--- config.mk ---
export PLATFORM = sky130hd
export DESIGN_NAME = iter_shifter_flat
export DESIGN_NICKNAME = d
export VERILOG_FILES = /design/src/rtl/iter_shifter_if.sv /design/src/rtl/iter_shifter.sv /design/src/flat_wrapper.sv
export SDC_FILE = /design/constraint.sdc
export NUM_CORES = 1
export LEC_CHECK = 0
export ABC_AREA = 0
export BUFFER_PORTS_ARGS = -buffer_cell sky130_fd_sc_hd__buf_4
export CORE_MARGIN = 5
export CORE_UTILIZATION = 55
export DETAILED_ROUTE_END_ITERATION = 6
export PLACE_DENSITY = 0.77
export SLEW_MARGIN = 20
export SYNTH_ARGS = -nofsm -noshare
export SYNTH_HDL_FRONTEND = slang
export SYNTH_SLANG_ARGS = --single-unit
--- constraint.sdc ---
create_clock -name clk -period 4 [get_ports clk]
set_input_delay 0.6 -clock clk [delete_from_list [all_inputs] [get_ports clk]]
set_output_delay 0.6 -clock clk [all_outputs]
set_load 0.05 [all_outputs]
--- src/rtl/iter_shifter_if.sv ---
// Handshake and data bundle between the control FSM (master) and iter_shifter (slave).
interface iter_shifter_if #(
  parameter int unsigned WIDTH   = 32,
  parameter int unsigned SHAMT_W = 5
);
  logic               start;
  logic [1:0]         op;
  logic [WIDTH-1:0]   dataIn;
  logic [SHAMT_W-1:0] shamt;
  logic               busy;
  logic               done;
  logic [WIDTH-1:0]   result;

  modport master (
    output start, op, dataIn, shamt,
    input  busy, done, result
  );

  modport slave (
    input  start, op, dataIn, shamt,
    output busy, done, result
  );
endinterface

--- src/rtl/iter_shifter.sv ---
// Multi-cycle SLL/SRL/SRA/ROR unit: shifts by at most STEP bits per cycle until the
// requested amount is consumed, then pulses done for one cycle.
module iter_shifter #(
  parameter int unsigned WIDTH   = 32,
  parameter int unsigned SHAMT_W = 5,
  parameter int unsigned STEP    = 4
) (
  input logic         clk,
  input logic         reset,
  iter_shifter_if.slave bus
);

  typedef enum logic [1:0] {StIdle, StShift, StDone} state_e;

  // One extra bit so STEP = WIDTH is representable.
  localparam logic [SHAMT_W:0] StepW = (SHAMT_W + 1)'(STEP);

  state_e             stateQ, stateD;
  logic [WIDTH-1:0]   resultQ, resultD;
  logic [SHAMT_W-1:0] remainingQ, remainingD;
  logic [1:0]         opQ, opD;

  logic [SHAMT_W-1:0] amt;
  logic [WIDTH-1:0]   shifted;
  logic [2*WIDTH-1:0] rotDbl;

  always_ff @(posedge clk or posedge reset) begin
    if (reset) begin
      stateQ     <= StIdle;
      resultQ    <= '0;
      remainingQ <= '0;
      opQ        <= 2'b00;
    end else begin
      stateQ     <= stateD;
      resultQ    <= resultD;
      remainingQ <= remainingD;
      opQ        <= opD;
    end
  end

  // Per-step datapath: amt = min(remaining, STEP); amt <= remaining so no underflow.
  always_comb begin
    amt     = ({1'b0, remainingQ} > StepW) ? StepW[SHAMT_W-1:0] : remainingQ;
    rotDbl  = {resultQ, resultQ} >> amt;
    shifted = resultQ;
    unique case (opQ)
      2'b00: shifted = resultQ << amt;
      2'b01: shifted = resultQ >> amt;
      2'b10: shifted = $signed(resultQ) >>> amt;
      2'b11: shifted = rotDbl[WIDTH-1:0];
      default: shifted = resultQ;
    endcase
  end

  always_comb begin
    stateD     = stateQ;
    resultD    = resultQ;
    remainingD = remainingQ;
    opD        = opQ;
    unique case (stateQ)
      StIdle: begin
        if (bus.start) begin
          opD        = bus.op;
          resultD    = bus.dataIn;
          remainingD = bus.shamt;
          stateD     = (bus.shamt == '0) ? StDone : StShift;
        end
      end
      StShift: begin
        resultD    = shifted;
        remainingD = remainingQ - amt;
        if (remainingQ == amt) stateD = StDone;
      end
      StDone:  stateD = StIdle;
      default: stateD = StIdle;
    endcase
  end

  always_comb begin
    bus.busy   = (stateQ != StIdle);
    bus.done   = (stateQ == StDone);
    bus.result = resultQ;
  end

endmodule

--- src/flat_wrapper.sv ---
// flat-port wrapper written by rule: the top's interface ports become plain ports
module iter_shifter_flat 
#(
  parameter int unsigned WIDTH   = 32,
  parameter int unsigned SHAMT_W = 5,
  parameter int unsigned STEP    = 4
)
  (clk, reset, bus_start, bus_op, bus_dataIn, bus_shamt, bus_busy, bus_done, bus_result);
  iter_shifter_if #(.WIDTH(WIDTH), .SHAMT_W(SHAMT_W)) bus_i ();
  input logic clk;
  input logic reset;
  input wire logic [$bits(bus_i.start)-1:0] bus_start;
  input wire logic [$bits(bus_i.op)-1:0] bus_op;
  input wire logic [$bits(bus_i.dataIn)-1:0] bus_dataIn;
  input wire logic [$bits(bus_i.shamt)-1:0] bus_shamt;
  output wire logic [$bits(bus_i.busy)-1:0] bus_busy;
  output wire logic [$bits(bus_i.done)-1:0] bus_done;
  output wire logic [$bits(bus_i.result)-1:0] bus_result;
  assign bus_i.start = bus_start;
  assign bus_i.op = bus_op;
  assign bus_i.dataIn = bus_dataIn;
  assign bus_i.shamt = bus_shamt;
  assign bus_busy = bus_i.busy;
  assign bus_done = bus_i.done;
  assign bus_result = bus_i.result;
  iter_shifter #(.WIDTH(WIDTH), .SHAMT_W(SHAMT_W), .STEP(STEP)) u_core (.clk(clk), .reset(reset), .bus(bus_i));
endmodule
### Yosys cells after proc, flatten, opt, wreduce, memory -nomap -nowiden

Index checks and enable logic that the tools add are counted.

| storage, ports and cells | value |
|---|---|
| register bits | 41 |
| latch bits | 0 |
| memory bits (writable) | 0 |
| memory bits (read-only) | 0 |
| output and inout bits | 34 |
| memories kept | 0 |

| cells by class | value |
|---|---|
| add/subtract/negate cells | 1 |
| multiply operators | 0 |
| divide/modulo/power cells | 0 |
| order comparisons | 1 |
| equality and inequality tests | 8 |
| shift operators | 4 |
| mux-type cells | 10 |
| bitwise gates (word level) | 0 |
| reductions and logical operators | 8 |

Operators by type and width:

| cell | count |
|---|---|
| case mux 32 bit (4 select lines) | 1 |
| case mux 32 bit (2 select lines) | 1 |
| >> shifter 64 x 5 -> 32 bit | 1 |
| two-way mux 32 bit | 1 |
| left shift 32 x 5 -> 32 bit | 1 |
| >> shifter 32 x 5 -> 32 bit | 1 |
| >>> shifter 32 x 5 -> 32 bit | 1 |
| two-way mux 5 bit | 2 |
| case mux 5 bit (2 select lines) | 1 |
| == test 2 bit, second input constant | 3 |
| two-way mux 2 bit | 3 |
| AND reduction 2 bit | 3 |
| == test 5 bit | 1 |
| greater-than comparator 5 x 3 -> 1 bit, second input constant | 1 |
| zero test 5 bit | 1 |
| subtractor 5 bit | 1 |
| == test 2 x 1 -> 1 bit, second input constant | 2 |
| zero test 2 bit | 2 |
| case mux 2 bit (2 select lines) | 1 |
| nonzero test 2 bit | 2 |
| inequality test 2 x 1 -> 1 bit, second input constant | 1 |
| inequality test 2 bit, second input constant | 1 |

### Depth between registers and ports, before layout

Gate-level depths: netlist of the first run.

| depth | value |
|---|---|
| word-level depth | 5 |
| gate-level depth with buffers | 11 |
| mapped depth without buffers | 8 |

### Least setup slack after synthesis of the first run

No wires, ideal clock.

| timing | value |
|---|---|
| kind | reg2reg |
| from | register u_core.remainingQ[1] |
| to | register u_core.remainingQ[2] |
| data arrival time | 2.427 ns |
| slack | 1.451 ns |
| cell stages (with the launch flop) | 11 |
| buffers on the path | 4 |
| cell sequence | dfrtp_1 > buf_2 > buf_1 > buf_2 > buf_1 > nand2_1 > ha_1 > or4_1 > nand3_1 > a21oi_1 > o22a_1 |

| between the ends | value |
|---|---|
| word-level cells in the longest chain between the ends | 4 |

RTL lines:

| element | RTL line | text |
|---|---|---|
| from (decl) | iter_shifter.sv:20 | `logic [SHAMT_W-1:0] remainingQ, remainingD;` |
| from (signal assigned) | iter_shifter.sv:36 | `remainingQ <= remainingD;` |
| greater-than comparator 5 x 3 -> 1 bit | iter_shifter.sv:43 | `amt = ({1'b0, remainingQ} > StepW) ? StepW[SHAMT_W-1:0] : remainingQ;` |
| two-way mux 5 bit | iter_shifter.sv:43 |  |
| subtractor 5 bit (*) | iter_shifter.sv:71 | `remainingD = remainingQ - amt;` |
| case mux 5 bit (2 select lines) (*) | iter_shifter.sv:60 | `unique case (stateQ)` |

Every way passes the cells marked *; elsewhere a longest branch is shown, timed or not.
A chain may end at the register's enable or synchronous reset.

### Final worst setup path of the first run

| timing | value |
|---|---|
| from | register u_core.remainingQ[1] |
| to | register u_core.resultQ[14] (netlist: u_core.bus.result[14]) |

| between the ends | value |
|---|---|
| word-level cells in the longest chain between the ends | 5 |

RTL lines:

| element | RTL line | text |
|---|---|---|
| greater-than comparator 5 x 3 -> 1 bit | iter_shifter.sv:43 |  |
| two-way mux 5 bit (*) | iter_shifter.sv:43 |  |
| >> shifter 64 x 5 -> 32 bit, or another cell as far along | iter_shifter.sv:44 | `rotDbl = {resultQ, resultQ} >> amt;` |
| case mux 32 bit (4 select lines) (*) | iter_shifter.sv:46 | `unique case (opQ)` |
| case mux 32 bit (2 select lines) (*) | iter_shifter.sv:60 |  |
| to (signal assigned) | iter_shifter.sv:35 | `resultQ <= resultD;` |
| to (decl) | iter_shifter.sv:19 | `logic [WIDTH-1:0] resultQ, resultD;` |

Marks and branches as above.

==> results of run 1 <==
routing by layer:
layer / vias to the layer above / GRT usage [%] / part of all wire, %
met5: - / 0 / 0
met4: 0 / 11.50 / 3.2
met3: 64 / 6.436 / 12
met2: 409 / 48.86 / 46
met1: 2330 / 41.21 / 38
li1: 2171 / - / -
final timing paths:
path	slack, ns	depth (start not counted)	to
max	1.27	5	u_core.bus.result[14]$_DFFE_PP0P_
min	0.49	2	u_core.bus.result[9]$_DFFE_PP0P_
max reg2reg	1.27	5	u_core.bus.result[14]$_DFFE_PP0P_
min reg2reg	0.70	2	u_core.bus.result[31]$_DFFE_PP0P_
max in group asynchronous	2.56	4	u_core.bus.result[1]$_DFFE_PP0P_
min in group clk	0.52	2	u_core.opQ[1]$_DFFE_PP0P_
flip-flops by register name, summed over array words and instances (netlist names):
name and cells:
u_core.remainingQ 5, u_core.bus.result 32, u_core.stateQ 2, u_core.opQ 2
per-stage QoR:
step	hold slack [ns]	instances	power, µW	util (%)	setup slack [ns]
2_1_floorplan	0.6740	571	3960	-	1.451
3_3_place_gp	0.6785	685	4869	61.69	1.456
3_5_place_dp	0.6797	685	4941	61.69	1.380
4_1_cts	0.5226	693	5316	63.13	1.367
5_1_grt	0.5194	693	5714	63.13	1.208
6_report	0.4933	693	5415	63.13	1.267
worst max-delay path, stage by stage (launching register included):
cell and delay [ns]:
dfrtp_2 0.74, or4b_1 0.93, mux2i_1 0.36, o221ai_1 0.17, a221oi_1 0.32, nor3_1 0.10
final cells by class:
class | instances | area share, %
clock buffer | 7 | 1.690
timing repair buffer | 91 | 13.37
inverter | 7 | 0.5143
tap | 105 | 2.572
clock inverter | 1 | 0.5878
multi-input combinational | 441 | 61.16
sequential | 41 | 20.11
layout by cell type, fill, tap and decap left out, types with 6 or more instances in the layout:
cell	count
nor2_1	31
clkbuf_8	6
buf_4	91
a21oi_1	41
mux2i_1	51
or3_1	12
nor3_1	32
o221ai_1	6
inv_1	7
nand2_1	66
dfrtp_1	40
a211oi_1	7
o22ai_1	10
nor4_1	6
o21ai_0	34
a31oi_1	13
nand3_1	32
a221oi_1	11
mux4_2	23
kinds of logic (layout without fill, tap and decap cells):
group	Yosys count	after routing	synth area share, %
other cells	1	1	0.08307
fa+ha+maj	1	1	0.2771
buf+inv	89	106	8.564
flops	41	41	22.73
simple gates	205	205	21.81
mux	79	79	24.03
compound gates	155	155	22.51
where the power goes:
group,leakage (µW),switching [µW],internal [µW]
logic,0.00159,2220,1460
registers,0.000471,741,629
clock network,0.0000585,164,204
==> flow_metrics.py, run 1 <==
metrics = {
    "run_status": {
        "status": "complete, no violations",
    },
    "timing": {
        "slew_headroom_pct": 29.12,
        "worstMarginPinSlew_ns": 1.053,
        "setup-tns-final_ns": 0,
        "period_needed_ns": 2.733,
        "max_freq_mhz": 365.9,
        "rsz0062_at_grt": "no",
        "hold_violations": 0,
        "setup_viol": 0,
        "drv_slew": 0,
        "min_period_over_period_pct": 68.33,
        "fin_worst_skew_ns": 0.008066,
    },
    "routing": {
        "dr.pass1.iters": 6,
        "final_antenna_net_count": 0,
        "vias_per_cell": 7.177,
        "routed_wl_mm": 15.68,
        "drtIter0Drc": 702,
        "drcViolationCount": 0,
        "routedWlPerCell_um": 22.63,
        "vias": 4974,
    },
    "yosys": {
        "ys_async_sr_fraction_pct": 100.0,
        "synth_common_cells": "nand2_1 (66), clkbuf_1 (53), mux2i_1 (51)",
        "synthFlopType": "dfrtp_1",
        "yosysTopAreaCellShare_pct": 22.73,
        "synth_edf_count": 0,
        "syn_inst": 571,
        "synthesis.area_um2": 4514,
        "synthDistinctLibCells": 61,
        "syn_nets": 614,
        "yosysMostFrequentCell": "nand2_1",
        "synth_seq_area_share_pct": 22.73,
        "syn_area_per_cell_um2": 7.906,
        "yosys_warnings": 0,
        "yosys-top-cells-area": "dfrtp_1 (23%), mux4_2 (11%), mux2i_1 (11%)",
        "ys_ff_latch": 41,
        "synth_area_leader_cell": "dfrtp_1",
    },
    "power": {
        "leakage_uw": 0.002121,
        "power_density_nw_per_um2": 1060,
        "vdd_drop_max_mv": 0.6025,
    },
    "clock_network": {
        "cts_max_level": 2,
        "holdBufCountCts": 0,
        "cts_root_buf": "clkbuf_8",
        "clockBufferDepth": 2,
        "post_cts.repair.setup_buffers": 0,
        "cts.clk_slew.worst_paths_ns": 0.09,
        "clkSinkCount": 41,
        "cts_resized": 0,
        "cts_made_buffers": 5,
        "tritoncts": "yes",
        "insertion_delay_ns": 0.30,
    },
    "setup_path": {
        "rr_startpoint": "u_core.remainingQ[1]$_DFFE_PP0P_",
        "critPathCaptureType": "register",
        "crit_arrival_ns": 2.91,
        "worstPathMaxFanout": 28,
        "required_ns": 4.18,
        "critPathLaunch": "u_core.remainingQ[1]$_DFFE_PP0P_",
        "cp-start-kind": "register",
        "crit_type": "register to register",
    },
    "floorplan": {
        "dieWidth_um": 100.6,
        "core_area_um2": 8093,
        "die_h_um": 100.6,
        "rows": 33,
        "boundaryPins": 76,
        "dieArea_um2": 10120,
        "start_util_pct": 55.78,
    },
    "cells_and_area": {
        "multi_input_area_um2": 3124,
        "fillers": 746,
        "final_nets": 630,
        "seq_area_um2": 1027,
        "drive_gt1_share_pct": 23.81,
        "diodes": 0,
        "design_area_um2": 5109,
        "areaGrowthSynthToFinish_pct": 13.17,
    },
    "grt": {
        "grt-ovfl-total": 0,
        "grt_pass1_wl_mm": 25.02,
        "grt_antenna_before_repair": 1,
        "grt_start_max_net_pins": 41,
        "grt_pass1_vias": 4742,
        "grt_usage_pct": 30.74,
    },
    "place": {
        "place_area_um2": 4992,
        "hpwl_mm": 10.27,
        "port_buffers": 75,
        "place.gp.congestion": 0.9403,
    },
    "flow_run": {
        "cap_violations": 0,
    },
    "worst_hold_path": {
        "min_path_type": "primary input to async pin",
    },
}
(Power assumes the default switching activity.)
==> run 2: changes to the inputs <==
ABC_AREA = 1   (was 0)
clock period = 2.8 ns   (was 4 ns; I/O delays follow)
==> run 2 against run 1 <==
Effect of this change: first-iteration DRC count shrank 19%; synthesized cell count grew 47%; power grew 43%; clock power grew 24%; count of clock-buffer cells in the layout is the same; clock skew grew 0.0017 ns; fmax grew 26%; sequential share of layout area shrank 0.69 points; global-route usage grew 2.0 points; die area grew 1.3%; critical path type unchanged; largest cell class unchanged; largest power group unchanged.
==> flow_metrics.py, run 2 <==
metrics = {
    "run_status": {
        "status": "complete, no violations",
    },
    "power": {
        "vdd_drop_max_mv": 1.149,
        "p_int_uw": 2928,
        "pwr-share-comb_pct": 76.3,
        "leakage_uw": 0.002859,
        "p_sw_share_pct": 62.06,
        "power_switching_uw": 4789,
        "power_density_nw_per_um2": 1461,
        "clkPwrFrac_pct": 5.9,
        "seqPwrFrac_pct": 17.8,
        "p_total_uw": 7718,
    },
    "yosys": {
        "yosysTopAreaCellShare_pct": 24.75,
        "yosysMostFrequentCell": "nand2_1",
        "synth_edf_count": 0,
        "synth_seq_area_share_pct": 22.40,
        "yosys-top-cells-area": "nand2_1 (25%), dfrtp_1 (22%), nand3_1 (19%)",
        "syn_area_per_cell_um2": 5.452,
        "ys_ff_latch": 41,
        "synth_area_leader_cell": "nand2_1",
        "synthFlopType": "dfrtp_1",
        "ys_async_sr_fraction_pct": 100.0,
        "syn_nets": 883,
        "synthesis.area_um2": 4579,
        "syn_inst": 840,
        "synthDistinctLibCells": 33,
        "yosys_warnings": 0,
        "synth_common_cells": "nand2_1 (302), nand3_1 (171), nor2_1 (118)",
    },
    "flow_run": {
        "cap_violations": 0,
    },
    "setup_path": {
        "cp-start-kind": "register",
        "ff2ff_path_depth": 11,
        "crit_arrival_ns": 2.42,
        "max_stage_delay_ns": 0.48,
        "critPathCaptureType": "register",
        "crit_chain": "inv_2, nand2_2, inv_2, nand2_2, inv_1, nand3_1, nand2_1, inv_1, nand3_1, nand2_1, nand2_1",
        "cp_num_cells": 11,
        "slowest_stage": "dfrtp_1",
        "path_common_cell": "nand2_1",
        "worstPathMaxFanout": 11,
        "required_ns": 3.04,
        "crit_type": "register to register",
        "crit_buf_inv": 4,
        "cp_top_family": "simple AND/OR/NAND/NOR gates",
    },
    "floorplan": {
        "boundaryPins": 76,
        "dieArea_um2": 10250,
        "rows": 33,
        "core_area_um2": 8175,
        "start_util_pct": 56.01,
        "die_h_um": 101.2,
        "dieWidth_um": 101.2,
    },
    "clock_network": {
        "cts_resized": 0,
        "post_cts.repair.setup_buffers": 0,
        "cts_made_buffers": 5,
        "holdBufCountCts": 0,
        "insertion_delay_ns": 0.31,
        "cts_max_level": 2,
        "tritoncts": "yes",
        "clkSinkCount": 41,
        "cts.clk_slew.worst_paths_ns": 0.09,
        "cts_root_buf": "clkbuf_8",
        "clockBufferDepth": 2,
    },
    "place": {
        "port_buffers": 75,
        "hpwl_mm": 12.06,
        "place.gp.congestion": 0.9943,
    },
    "timing": {
        "setup-tns-final_ns": 0,
        "rsz0062_at_grt": "no",
        "fin_worst_skew_ns": 0.009765,
        "period_needed_ns": 2.173,
        "min_period_over_period_pct": 77.61,
        "drv_slew": 0,
        "worstMarginPinSlew_ns": 0.5623,
        "hold_violations": 0,
        "max_freq_mhz": 460.2,
        "setup_viol": 0,
        "slew_headroom_pct": 62.42,
    },
    "cells_and_area": {
        "largest_reg_flops": 32,
        "final_common_cell": "nand2_1",
        "final_cell_mix": "nand2_1 (302), nand3_1 (171), nor2_1 (118), buf_4 (95), inv_1 (43)",
        "drive_gt1_share_pct": 13.44,
        "diodes": 0,
        "final_nets": 935,
        "areaGrowthSynthToFinish_pct": 15.38,
    },
    "routing": {
        "dr.pass1.iters": 6,
        "drtIter0Drc": 570,
        "vias": 5887,
        "final_antenna_net_count": 0,
        "drcViolationCount": 0,
        "routedWlPerCell_um": 16.64,
        "vias_per_cell": 5.899,
        "routed_wl_mm": 16.60,
    },
    "grt": {
        "grt_start_max_net_pins": 60,
        "grt-ovfl-total": 0,
        "grt_pass1_vias": 5527,
        "grt_pass1_wl_mm": 27.14,
        "grt_antenna_before_repair": 0,
        "grt_usage_pct": 32.71,
    },
    "worst_hold_path": {
        "min_path_type": "primary input to async pin",
    },
}
run 2: cell count changes after synthesis, sizes merged, moves of 29 or more:
cell | previous run | this run
clkbuf | 56 | 16
inv | 7 | 50
mux2i | 51 | 0
nand2 | 66 | 306
nand3 | 32 | 173
nand4 | 2 | 31
nor2 | 32 | 119
nor3 | 33 | 3
run 2: path summary, 6_finish.rpt:
| check | startpoint | endpoint | slack (ns) |
|---|---|---|---|
| setup / recovery | u_core.opQ[0]$_DFFE_PP0P_ | u_core.bus.result[29]$_DFFE_PP0P_ | 0.63 |
| hold / removal | reset | u_core.bus.result[12]$_DFFE_PP0P_ | 0.25 |
| setup reg to reg | u_core.opQ[0]$_DFFE_PP0P_ | u_core.bus.result[29]$_DFFE_PP0P_ | 0.63 |
| hold reg to reg | u_core.bus.result[5]$_DFFE_PP0P_ | u_core.bus.result[5]$_DFFE_PP0P_ | 0.54 |
| max in group asynchronous | reset | u_core.remainingQ[3]$_DFFE_PP0P_ | 2.16 |
| min in group clk | bus_op[1] | u_core.opQ[1]$_DFFE_PP0P_ | 0.37 |
run 2: power groups by stage:
stage	clock [µW]	sequential [µW]	combinational, µW
2_1_floorplan	0	2040	3520
3_3_place_gp	0	1370	5690
3_5_place_dp	0	1370	5770
4_1_cts	472	1360	5790
5_1_grt	493	1410	6470
6_report	458	1370	5890
run 2: logic make-up (layout without fill, tap and decap cells):
| family | after synthesis | count (layout) | share of synthesized area [%] |
|---|---|---|---|
| AO/OA/AOI/OAI | 58 | 58 | 6.831 |
| AND/OR/NAND/NOR | 636 | 636 | 59.97 |
| other | 1 | 1 | 0.08189 |
| adder cells (fa/ha/maj) | 1 | 1 | 0.2732 |
| flip-flops | 41 | 41 | 22.40 |
| buffers and inverters | 102 | 155 | 10.25 |
| XOR/XNOR | 1 | 1 | 0.1913 |
run 2: per-stage QoR:
stage | hold slack, ns | worst slack, ns | cells | utilization (%) | area (µm²)
floorplan | 0.5736 | 1.030 | 840 | - | 4579
global placement | 0.5193 | 0.6749 | 990 | 63.39 | 5182
detailed placement | 0.5248 | 0.6873 | 990 | 63.39 | 5182
CTS | 0.2813 | 0.6639 | 998 | 64.63 | 5284
global route | 0.3041 | 0.4523 | 998 | 64.63 | 5284
finish | 0.2535 | 0.6270 | 998 | 64.63 | 5284
run 2: layout make-up:
cell class	instances	area [µm²]
Clock buffer	7	96.34
Tap cell	105	131.4
Inverter	50	187.7
Sequential cell	41	1026
Timing Repair Buffer	97	753.2
Fill cell	809	2892
Clock inverter	1	5.005
Multi-Input combinational cell	697	3084
run 2: metal layers:
layer | up-vias | global-route usage (%) | share of wire, %
li1 | 2845 | - | -
met1 | 2636 | 42.91 | 41
met2 | 350 | 53.67 | 46
met3 | 56 | 5.234 | 9.5
met4 | 0 | 13.29 | 3.4
met5 | - | 0 | 0
run 2: tightest hold or removal path, delay by kind of cell:
kind	cells	cell delay [ns]
buf+inv	3	0.61
==> run 3: changes to the inputs <==
clock period = 2.1 ns   (was 2.8 ns; I/O delays follow)
==> run 3 against run 2 <==
Effect of this change: core utilization rose by 1.1 points; die area unchanged; count of clock-buffer cells in the layout did not move; largest power group unchanged; via count is 3.7% higher; first-iteration DRC count grew 20%; global-route usage is 0.27 points higher; critical path depth did not move.
==> flow_metrics.py, run 3 (same netlist as run 2, synthesis figures left out) <==
metrics = {
    "floorplan": {
        "dieWidth_um": 101.2,
        "core_area_um2": 8175,
        "start_util_pct": 56.01,
        "dieArea_um2": 10250,
        "rows": 33,
        "boundaryPins": 76,
        "die_h_um": 101.2,
    },
    "clock_network": {
        "cts_made_buffers": 5,
        "cts_root_buf": "clkbuf_8",
        "tritoncts": "yes",
        "clockBufferDepth": 2,
        "clkSinkCount": 41,
        "cts.clk_slew.worst_paths_ns": 0.10,
        "insertion_delay_ns": 0.31,
        "cts_resized": 0,
        "cts_max_level": 2,
    },
    "power": {
        "leakage_uw": 0.002911,
        "seqPwrFrac_pct": 17.4,
        "p_int_uw": 3987,
        "p_sw_share_pct": 61.70,
        "clkPwrFrac_pct": 6.2,
        "power_density_nw_per_um2": 1938,
        "power_switching_uw": 6422,
        "pwr-share-comb_pct": 76.4,
        "p_total_uw": 10410,
        "vdd_drop_max_mv": 1.858,
    },
    "routing": {
        "drcViolationCount": 0,
        "routed_wl_mm": 16.85,
        "drtIter0Drc": 682,
        "final_antenna_net_count": 0,
        "dr.pass1.iters": 6,
        "vias": 6106,
        "routedWlPerCell_um": 16.72,
        "vias_per_cell": 6.058,
    },
    "place": {
        "place.gp.congestion": 1.002,
        "hpwl_mm": 12.13,
        "port_buffers": 75,
        "post-place-ws_ns": 0.1481,
    },
    "cells_and_area": {
        "largest_reg_flops": 32,
        "final_cell_mix": "nand2_1 (302), nand3_1 (171), nor2_1 (118), buf_4 (104), inv_1 (43)",
        "diodes": 0,
        "seq_area_um2": 1026,
        "areaGrowthSynthToFinish_pct": 17.30,
        "fillers": 832,
        "multi_input_area_um2": 3084,
        "drive_gt1_share_pct": 14.40,
        "final_common_cell": "nand2_1",
        "final_nets": 945,
    },
    "setup_path": {
        "required_ns": 2.35,
        "rr_endpoint": "u_core.bus.result[29]$_DFFE_PP0P_",
        "cp-start-kind": "register",
        "max_stage_delay_ns": 0.48,
        "path_common_cell": "nand2_1",
        "critPathLaunch": "u_core.opQ[0]$_DFFE_PP0P_",
        "rrSetupSlack_ns": 0.20,
        "rr_startpoint": "u_core.opQ[0]$_DFFE_PP0P_",
        "critPathCaptureType": "register",
        "ff2ff_path_depth": 11,
        "crit_chain": "inv_2, nand2_2, inv_2, nand2_2, inv_1, nand3_1, nand2_1, inv_1, nand3_1, nand2_1, nand2_1",
        "worstPathMaxFanout": 10,
        "crit_arrival_ns": 2.14,
        "crit_type": "register to register",
        "slowest_stage": "dfrtp_1",
    },
    "flow_run": {
        "cap_violations": 0,
    },
    "grt": {
        "grt_pass1_wl_mm": 27.37,
        "grt_pass1_vias": 5633,
        "use_met2_pct": 53.32,
        "grt-ovfl-total": 0,
        "grt_start_max_net_pins": 60,
        "met1_usage_pct": 44.34,
        "grt_usage_pct": 32.98,
        "top_usage_layer": "met2",
        "grt_use_met3_pct": 5.579,
        "grt_antenna_before_repair": 0,
    },
    "worst_hold_path": {
        "min_path_type": "primary input to async pin",
    },
    "timing": {
        "drv_slew": 0,
        "hold_violations": 0,
        "rsz0062_at_grt": "no",
        "max_freq_mhz": 527.7,
        "setup-tns-final_ns": 0,
        "setup_viol": 0,
        "min_period_over_period_pct": 90.25,
        "fin_worst_skew_ns": 0.01147,
        "worstMarginPinSlew_ns": 0.9473,
        "finalWorstSetupSlack_ns": 0.2049,
        "slew_headroom_pct": 36.84,
        "period_needed_ns": 1.895,
    },
    "run_status": {
        "status": "complete, no violations",
    },
}
[run 3: final cells by class]
cell class / instances / share of cell area (%)
inverter: 50 / 3.494
clock inverter: 1 / 0.09317
clock buffer: 7 / 1.794
tap: 105 / 2.446
timing repair buffer: 107 / 15.65
multi-input combinational: 697 / 57.42
sequential: 41 / 19.10
[run 3: metal layers]
metal	routed length (µm)	vias up
met4	573	0
met5	0	-
met2	7645	401
met1	6781	2755
met3	1849	76
li1	-	2874
[run 3: what timing repair did]
action,in CTS,in global routing
hold buffers,0,0
endpoints found under the setup margin,0,10
setup buffers,0,1
[run 3: worst max path at each step]
stage / endpoint / depth (start not counted)
after global routing: u_core.bus.result[29]$_DFFE_PP0P_ / 11
after floorplan: bus_done / 3
after detailed placement: u_core.bus.result[30]$_DFFE_PP0P_ / 12
after global placement: u_core.bus.result[29]$_DFFE_PP0P_ / 11
final: u_core.bus.result[29]$_DFFE_PP0P_ / 11
after CTS: u_core.bus.result[30]$_DFFE_PP0P_ / 12
[run 3: through the flow]
step / utilization (%) / hold WS (ns) / instances / instance area [µm²]
4_1_cts: 65.46 / 0.1713 / 1007 / 5351
3_3_place_gp: 64.22 / 0.4891 / 999 / 5250
3_5_place_dp: 64.22 / 0.5055 / 999 / 5250
6_report: 65.70 / 0.1389 / 1008 / 5371
5_1_grt: 65.70 / 0.1898 / 1008 / 5371
2_1_floorplan: - / 0.4690 / 840 / 4579
[run 3: worst max-delay path: cells and delay by family (launching register included)]
family / cells / cell delay, ns
and+or+nand+nor: 7 / 0.73
buffers and inverters: 4 / 0.63
DFF: 1 / 0.48
[run 3: power by group through the flow]
stage / Clock [µW] / Sequential [µW] / Combinational [µW]
floorplan: 0 / 2710 / 4690
global placement: 0 / 1800 / 7660
detailed placement: 0 / 1800 / 7780
CTS: 639 / 1790 / 7800
global route: 660 / 1870 / 8750
finish: 644 / 1810 / 7950
